==> src/rtl/pwm_pkg.sv <==
// Shared constants and FSM encoding for the PWM generator/capture pair.
package pwm_pkg;

    localparam int unsigned PWM_WIDTH   = 3;
    localparam int unsigned PWM_PERIOD  = 2 ** PWM_WIDTH;
    localparam int unsigned PWM_TIMEOUT = 2 * PWM_PERIOD;

    typedef enum logic [1:0] {
        PWM_IDLE    = 2'd0,
        PWM_MEASURE = 2'd1,
        PWM_STUCK   = 2'd2
    } pwm_state_e;

endpackage

==> src/rtl/pwm_in_sync.sv <==
// Two-flop synchronizer for the PWM input plus CE-gated rising-edge detector.
module pwm_in_sync (
    input  logic clk_i,
    input  logic clr_ni,
    input  logic ce_i,
    input  logic pwm_i,
    output logic level_o,
    output logic rise_o
);

    logic s1_q;
    logic s2_q;
    logic s3_q;

    // s1/s2 run every clock; s3 only advances on CE so edges are seen in CE-cycles.
    always_ff @(posedge clk_i) begin
        if (!clr_ni) begin
            s1_q <= 1'b0;
            s2_q <= 1'b0;
            s3_q <= 1'b0;
        end else begin
            s1_q <= pwm_i;
            s2_q <= s1_q;
            if (ce_i) begin
                s3_q <= s2_q;
            end
        end
    end

    assign level_o = s2_q;
    assign rise_o  = s2_q & ~s3_q & ce_i;

endmodule

==> src/rtl/pwm_capture_3bit.sv <==
// PWM receiver: recovers the duty count per period and flags period errors and stuck inputs.
module pwm_capture_3bit
    import pwm_pkg::*;
#(
    parameter int unsigned WIDTH   = PWM_WIDTH,
    parameter int unsigned TIMEOUT = 2 ** (WIDTH + 1)
) (
    input  logic             Clock,
    input  logic             CLR_N,
    input  logic             CE,
    input  logic             PWM_IN,
    output logic [WIDTH:0]   DUTY,
    output logic             VALID,
    output logic             PERIOD_ERR,
    output logic             STUCK
);

    localparam int unsigned CW = WIDTH + 2;

    localparam logic [CW-1:0]  CNT_MAX   = '1;
    localparam logic [CW-1:0]  CNT_ONE   = CW'(1);
    localparam logic [CW-1:0]  PERIOD    = CW'(2 ** WIDTH);
    localparam logic [CW-1:0]  TO_LAST   = CW'(TIMEOUT - 1);
    localparam logic [WIDTH:0] DUTY_FULL = (WIDTH + 1)'(2 ** WIDTH);

    logic level;
    logic rise;

    pwm_in_sync u_sync (
        .clk_i   (Clock),
        .clr_ni  (CLR_N),
        .ce_i    (CE),
        .pwm_i   (PWM_IN),
        .level_o (level),
        .rise_o  (rise)
    );

    pwm_state_e     state_q, state_d;
    logic [CW-1:0]  per_q, per_d;
    logic [CW-1:0]  hi_q, hi_d;
    logic [WIDTH:0] duty_q, duty_d;
    logic           valid_q, valid_d;
    logic           perr_q, perr_d;
    logic           stuck_q, stuck_d;

    always_ff @(posedge Clock) begin
        if (!CLR_N) begin
            state_q <= PWM_IDLE;
            per_q   <= '0;
            hi_q    <= '0;
            duty_q  <= '0;
            valid_q <= 1'b0;
            perr_q  <= 1'b0;
            stuck_q <= 1'b0;
        end else begin
            state_q <= state_d;
            per_q   <= per_d;
            hi_q    <= hi_d;
            duty_q  <= duty_d;
            valid_q <= valid_d;
            perr_q  <= perr_d;
            stuck_q <= stuck_d;
        end
    end

    always_comb begin
        state_d = state_q;
        per_d   = per_q;
        hi_d    = hi_q;
        duty_d  = duty_q;
        valid_d = 1'b0;
        perr_d  = perr_q;
        stuck_d = stuck_q;

        if (CE) begin
            if (rise) begin
                per_d   = CNT_ONE;
                hi_d    = CNT_ONE;
                state_d = PWM_MEASURE;
                case (state_q)
                    PWM_MEASURE: begin
                        duty_d  = (hi_q > PERIOD) ? DUTY_FULL : hi_q[WIDTH:0];
                        perr_d  = (per_q != PERIOD);
                        valid_d = 1'b1;
                    end
                    PWM_STUCK: stuck_d = 1'b0;
                    default: ;
                endcase
            end else begin
                if (per_q != CNT_MAX) begin
                    per_d = per_q + CNT_ONE;
                end
                if (level && (hi_q != CNT_MAX)) begin
                    hi_d = hi_q + CNT_ONE;
                end
                // Report the stuck level once; further publishes wait for a fresh edge.
                if ((state_q != PWM_STUCK) && (per_q == TO_LAST)) begin
                    state_d = PWM_STUCK;
                    duty_d  = level ? DUTY_FULL : '0;
                    valid_d = 1'b1;
                    stuck_d = 1'b1;
                    perr_d  = 1'b0;
                end
            end
        end
    end

    assign DUTY       = duty_q;
    assign VALID      = valid_q;
    assign PERIOD_ERR = perr_q;
    assign STUCK      = stuck_q;

endmodule
==> config.mk <==
export PLATFORM = sky130hd
export DESIGN_NAME = pwm_capture_3bit
export DESIGN_NICKNAME = d
export VERILOG_FILES = /design/src/rtl/pwm_pkg.sv /design/src/rtl/pwm_in_sync.sv /design/src/rtl/pwm_capture_3bit.sv
export SDC_FILE = /design/constraint.sdc
export NUM_CORES = 1
export LEC_CHECK = 0
export CORE_MARGIN = 8
export CORE_UTILIZATION = 55
export DETAILED_ROUTE_END_ITERATION = 12
export PLACE_DENSITY = 0.78
export SYNTH_ARGS = -nofsm -noshare
export SYNTH_HDL_FRONTEND = slang
export SYNTH_HIERARCHICAL = 1
export SYNTH_SLANG_ARGS = --single-unit
==> constraint.sdc <==
create_clock -name Clock -period 5.3 [get_ports Clock]
set_input_delay 0.795 -clock Clock [delete_from_list [all_inputs] [get_ports Clock]]
set_output_delay 0.795 -clock Clock [all_outputs]
set_load 0.005 [all_outputs]
# --- Word-level counts from Yosys, hierarchy flattened ---
# Index checks and enable logic that the tools add are counted.
word_totals:
  register_bits: 22
  out_inout_bits: 7
  word_cells: 56
op_classes:
  addsub: 2
  magnitude_cmp: 1
  eq_ne: 9
  n_mux: 20
  bitwise_logic: 3
  n_reduce_logical: 11
op_table:
  columns: ["operator", "count"]
  rows:
  - ["two-way mux 4 bit", 5]
  - ["two-way mux 5 bit", 4]
  - ["adder 5 x 1 -> 5 bit (second input constant)", 2]
  - ["!= test 5 bit (second input constant)", 2]
  - ["two-way mux 1 bit", 9]
  - ["AND reduction 2 bit", 4]
  - ["AND reduction 3 bit", 2]
  - ["nonzero test 2 bit", 3]
  - ["equality test 5 x 4 -> 1 bit (second input constant)", 1]
  - ["greater-than comparator 5 x 4 -> 1 bit (second input constant)", 1]
  - ["!= test 5 x 4 -> 1 bit (second input constant)", 1]
  - ["two-way mux 2 bit", 2]
  - ["!= test 2 x 1 -> 1 bit (second input constant)", 2]
  - ["bitwise AND 1 bit", 2]
  - ["equality test 2 x 1 -> 1 bit (second input constant)", 1]
  - ["equality test 2 bit (second input constant)", 1]
  - ["logical AND 1 bit", 2]
  - ["!= test 2 bit (second input constant)", 1]
  - ["inverter 1 bit", 1]

# --- Logic depth before layout (Yosys ltp) ---
depth:
  word_depth: 5
  mapped_depth: 7

# --- By module ---
# Netlist, hierarchy kept.
by_module_without_submodules:
  columns: ["mod", "n_inst", "cells_per_inst", "area_per_inst_um2", "seq_area_each_um2"]
  rows:
  - ["pwm_capture_3bit", 1, 111, 970.9, 380.4]
  - ["pwm_in_sync", 1, 9, 93.8, 60.1]

# --- Worst setup path before layout ---
# No wires, ideal clock.
synth_path:
  kind: "input-to-reg"
  from: "in CE"
  to: "reg duty_q[0] (netlist: DUTY[0])"
  t_arrival_ns: 1.960
  required_ns: 5.241
  setup_slack_ns: 3.281
  cell_stages: 6
  path_cell_list: "nand2_1 nor2_1 nand2_2 or3_1 a211oi_2 a32o_2"
synth_between:
  elab_chain_len: 3
  word_cells_on_any_way: 5
synth_rtl:
  columns: ["item", "line_no", "text"]
  rows:
  - ["start: declaration", "pwm_capture_3bit.sv:10", "input logic CE,"]
  - ["bitwise AND 1 bit (*)", "pwm_in_sync.sv:31", "assign rise_o = s2_q & ~s3_q & ce_i;"]
  - ["named net rise", "pwm_capture_3bit.sv:27", "logic rise;"]
  - ["!= test 2 x 1 -> 1 bit (no line) / nonzero test 2 bit (equally long branches)", null, null]
  - ["AND reduction 3 bit (no line)", null, null]
  - ["end signal: assignment", "pwm_capture_3bit.sv:59", "duty_q <= duty_d;"]
  - ["end: declaration", "pwm_capture_3bit.sv:41", "logic [WIDTH:0] duty_q, duty_d;"]
# The timed path passes the listed nets; every way through them passes the cells marked *.
# A chain may end at the register's enable or synchronous reset.

# --- Worst setup path in the final report ---
layout_path:
  from: "in CE"
  to: "reg duty_q[3] (netlist: DUTY[3])"
# Same word-level chain as after synthesis.

==> flow_metrics.tcl <==
set metrics [dict create \
    dieWidth_um 60 \
    cp.depth 7 \
    max_slew_margin 0.404 \
    io_buffers 10 \
    drive_gt1_frac 0.0840 \
    hp-start "u_sync/s1_q" \
    cts.htree.levels 1 \
    hold_path_depth 1 \
    final_nets 143 \
    rr_worst_depth 6 \
    cp.arrival_ps 3360 \
    synth_cell_types 34 \
    power_leakage_nw 0.490 \
    crit_family "simple AND/OR/NAND/NOR gates" \
    rrSetupSlack_ps 3080 \
    whs_ps 448 \
    drv_slew 0 \
    ys_seq_area_frac 0.414 \
    p_per_area_nw_per_um2 229 \
    cts.clk_slew.worst_paths_ps 120 \
    cts_inserted_buffers 3 \
    die_h_um 60 \
    r2r_end "DUTY[3]" \
    synth_area_um2 1060 \
    die_area_um2 3600 \
    clockBufferDepth 2 \
    final_common_cell "dfxtp_1" \
    synth_edf_count 0 \
    multi_input_area_um2 574 \
    ios 11 \
    cp_data_required_time_ps 5550 \
    synth_nets 131 \
    fmax_ghz 0.321 \
    ys.flop_type "dfxtp_1" \
    area_growth_pct 14.8 \
    syn_avg_cell_area_um2 8.87 \
    final_cell_area_um2 1220 \
    clock-sinks 22 \
    cts_hold_buffers 0 \
    placed_area_um2 1190 \
    clock_latency_ps 310 \
    path_max_fanout 15 \
    postSynthCellCount 120 \
    diodes 0 \
    grt_usage 0.132 \
    cts_setup_buffers 0 \
    hold_viol_final 0 \
    final_cell_mix "dfxtp_1, inv_1, clkdlybuf4s50_1" \
    cpMaxStageDelayCell "clkdlybuf4s50_1" \
    fillCellCount 166 \
    dp_cells 154 \
    period_share 0.588 \
    min_to "u_sync/level_o" \
    tightest_slew_ps 891 \
    root_buffer "clkbuf_4" \
    hold_class "reg -> reg" \
    wl_per_cell_um 13.7 \
    drcViolationCount 0 \
    async_flop_share 0 \
    gp_congestion 0.892 \
    grt_pass1_vias 829 \
    cts_tree "yes" \
    cts.repair.resized 0 \
    rsz0062_at_grt "no" \
    rows 16 \
    critPathKind "in -> reg" \
    setup_viol 0 \
    grt_max_degree 18 \
    antenna_found_initial 0 \
    via_per_inst 5.66 \
    wirelength_um 2160 \
    status "complete, no violations" \
    tns_ps 0 \
    period_needed_ps 3110 \
    critPathBufInv 1 \
    drt_first_pass_iters 4 \
    synth_seq_cells 22 \
    endpoint_kind "register" \
    skew_ps 7.86 \
    drv_cap 0 \
    ant_nets 0 \
    cp_slowest_stage_delay_ps 730 \
    startpoint_type "input pin" \
    vdd_drop_max_v 0.000154 \
    drtIter0Drc 29 \
    start_util 0.560 \
    coreArea_um2 1900 \
    regArea_um2 440 \
    regToRegStartpoint "u_sync/level_o" \
    yosysWarnings 6 \
    grt_pass1_wl_um 3660 \
    grt.overflow.total 0 \
    dr_total_vias 895 \
    hpwl_um 1580 \
    cp_cell_sequence "clkdlybuf4s50_1 -> nand2_1 -> nor2_1 -> nand2b_1 -> nor3_1 -> a31oi_2 -> mux2i_1" \
    final_cells 158 \
]
registers in the layout, indices dropped and copies added, names as in the netlist:
signal / flops
DUTY: 4
PERIOD_ERR: 1
STUCK: 1
VALID: 1
hi_q: 5
per_q: 5
state_q: 2
u_sync/level_o: 1
u_sync/s1_q: 1
u_sync/s3_q: 1
worst register-to-register path: stages, from the launching register on:
cell and delay, ps:
dfxtp_1 380, nand2_1 80, nor2_1 690, nand2b_1 330
nor3_1 90, a31oi_2 350, mux2i_1 240
worst max-delay path by stage:
stage | slack (ps) | from | end
CTS | 2220 | CE | DUTY[3]
detailed placement | 1890 | CE | DUTY[3]
global placement | 2000 | CE | DUTY[3]
floorplan | 3280 | CE | DUTY[0]
global route | 1970 | CE | DUTY[3]
finish | 2190 | CE | DUTY[3]
power breakdown:
group,internal [mW],switching [mW],total [mW]
sequential,0.168,0.00232,0.170
combinational,0.00732,0.0116,0.0189
clock,0.0420,0.0491,0.0910
total,0.217,0.0630,0.280
metal layers:
layer | vias up | track usage | part of all wire | routed length [um]
met2 | 36 | 0.191 | 0.43 | 931
met4 | 0 | 0.0714 | 0.019 | 41
li1 | 451 | - | - | -
met5 | - | 0 | 0 | 0
met3 | 7 | 0.0301 | 0.064 | 139
met1 | 401 | 0.173 | 0.48 | 1050
synthesized netlist by cell type (3+ instances only):
| cell | n | area share |
|---|---|---|
| dfxtp_1 | 22 | 0.41 |
| nor2_1 | 9 | 0.032 |
| nand2_1 | 8 | 0.028 |
| ha_1 | 7 | 0.082 |
| and2_1 | 6 | 0.035 |
| nand2b_1 | 4 | 0.023 |
| o21ai_0 | 8 | 0.038 |
| inv_1 | 10 | 0.035 |
| mux2i_1 | 3 | 0.028 |
| and3_1 | 3 | 0.018 |
| a32o_2 | 3 | 0.032 |
| a22oi_1 | 3 | 0.021 |
| a21oi_1 | 8 | 0.038 |
logic make-up after synthesis:
group / after synthesis / synth area share
AO/OA/AOI/OAI: 33 / 0.215
adder cells (fa/ha/maj): 7 / 0.0823
buffers and inverters: 13 / 0.0470
flip-flops: 22 / 0.414
multiplexers: 3 / 0.0282
AND/OR/NAND/NOR: 42 / 0.214
metrics by stage:
stage,setup slack (ps),total power [mW],util
after detailed placement,1890,0.193,0.624
after floorplan,3280,0.186,-
after global placement,2000,0.193,0.624
final,2190,0.280,0.643
after CTS,2220,0.283,0.643
after global routing,1970,0.292,0.643
final cells by class:
type / instances / area share
multi-input cells: 85 / 0.470
flip-flops and latches: 22 / 0.360
repair buffers: 10 / 0.0819
inverters: 10 / 0.0307
clock buffers: 4 / 0.0297
well taps: 27 / 0.0276
Note: power is estimated with default switching activity, not from simulation.
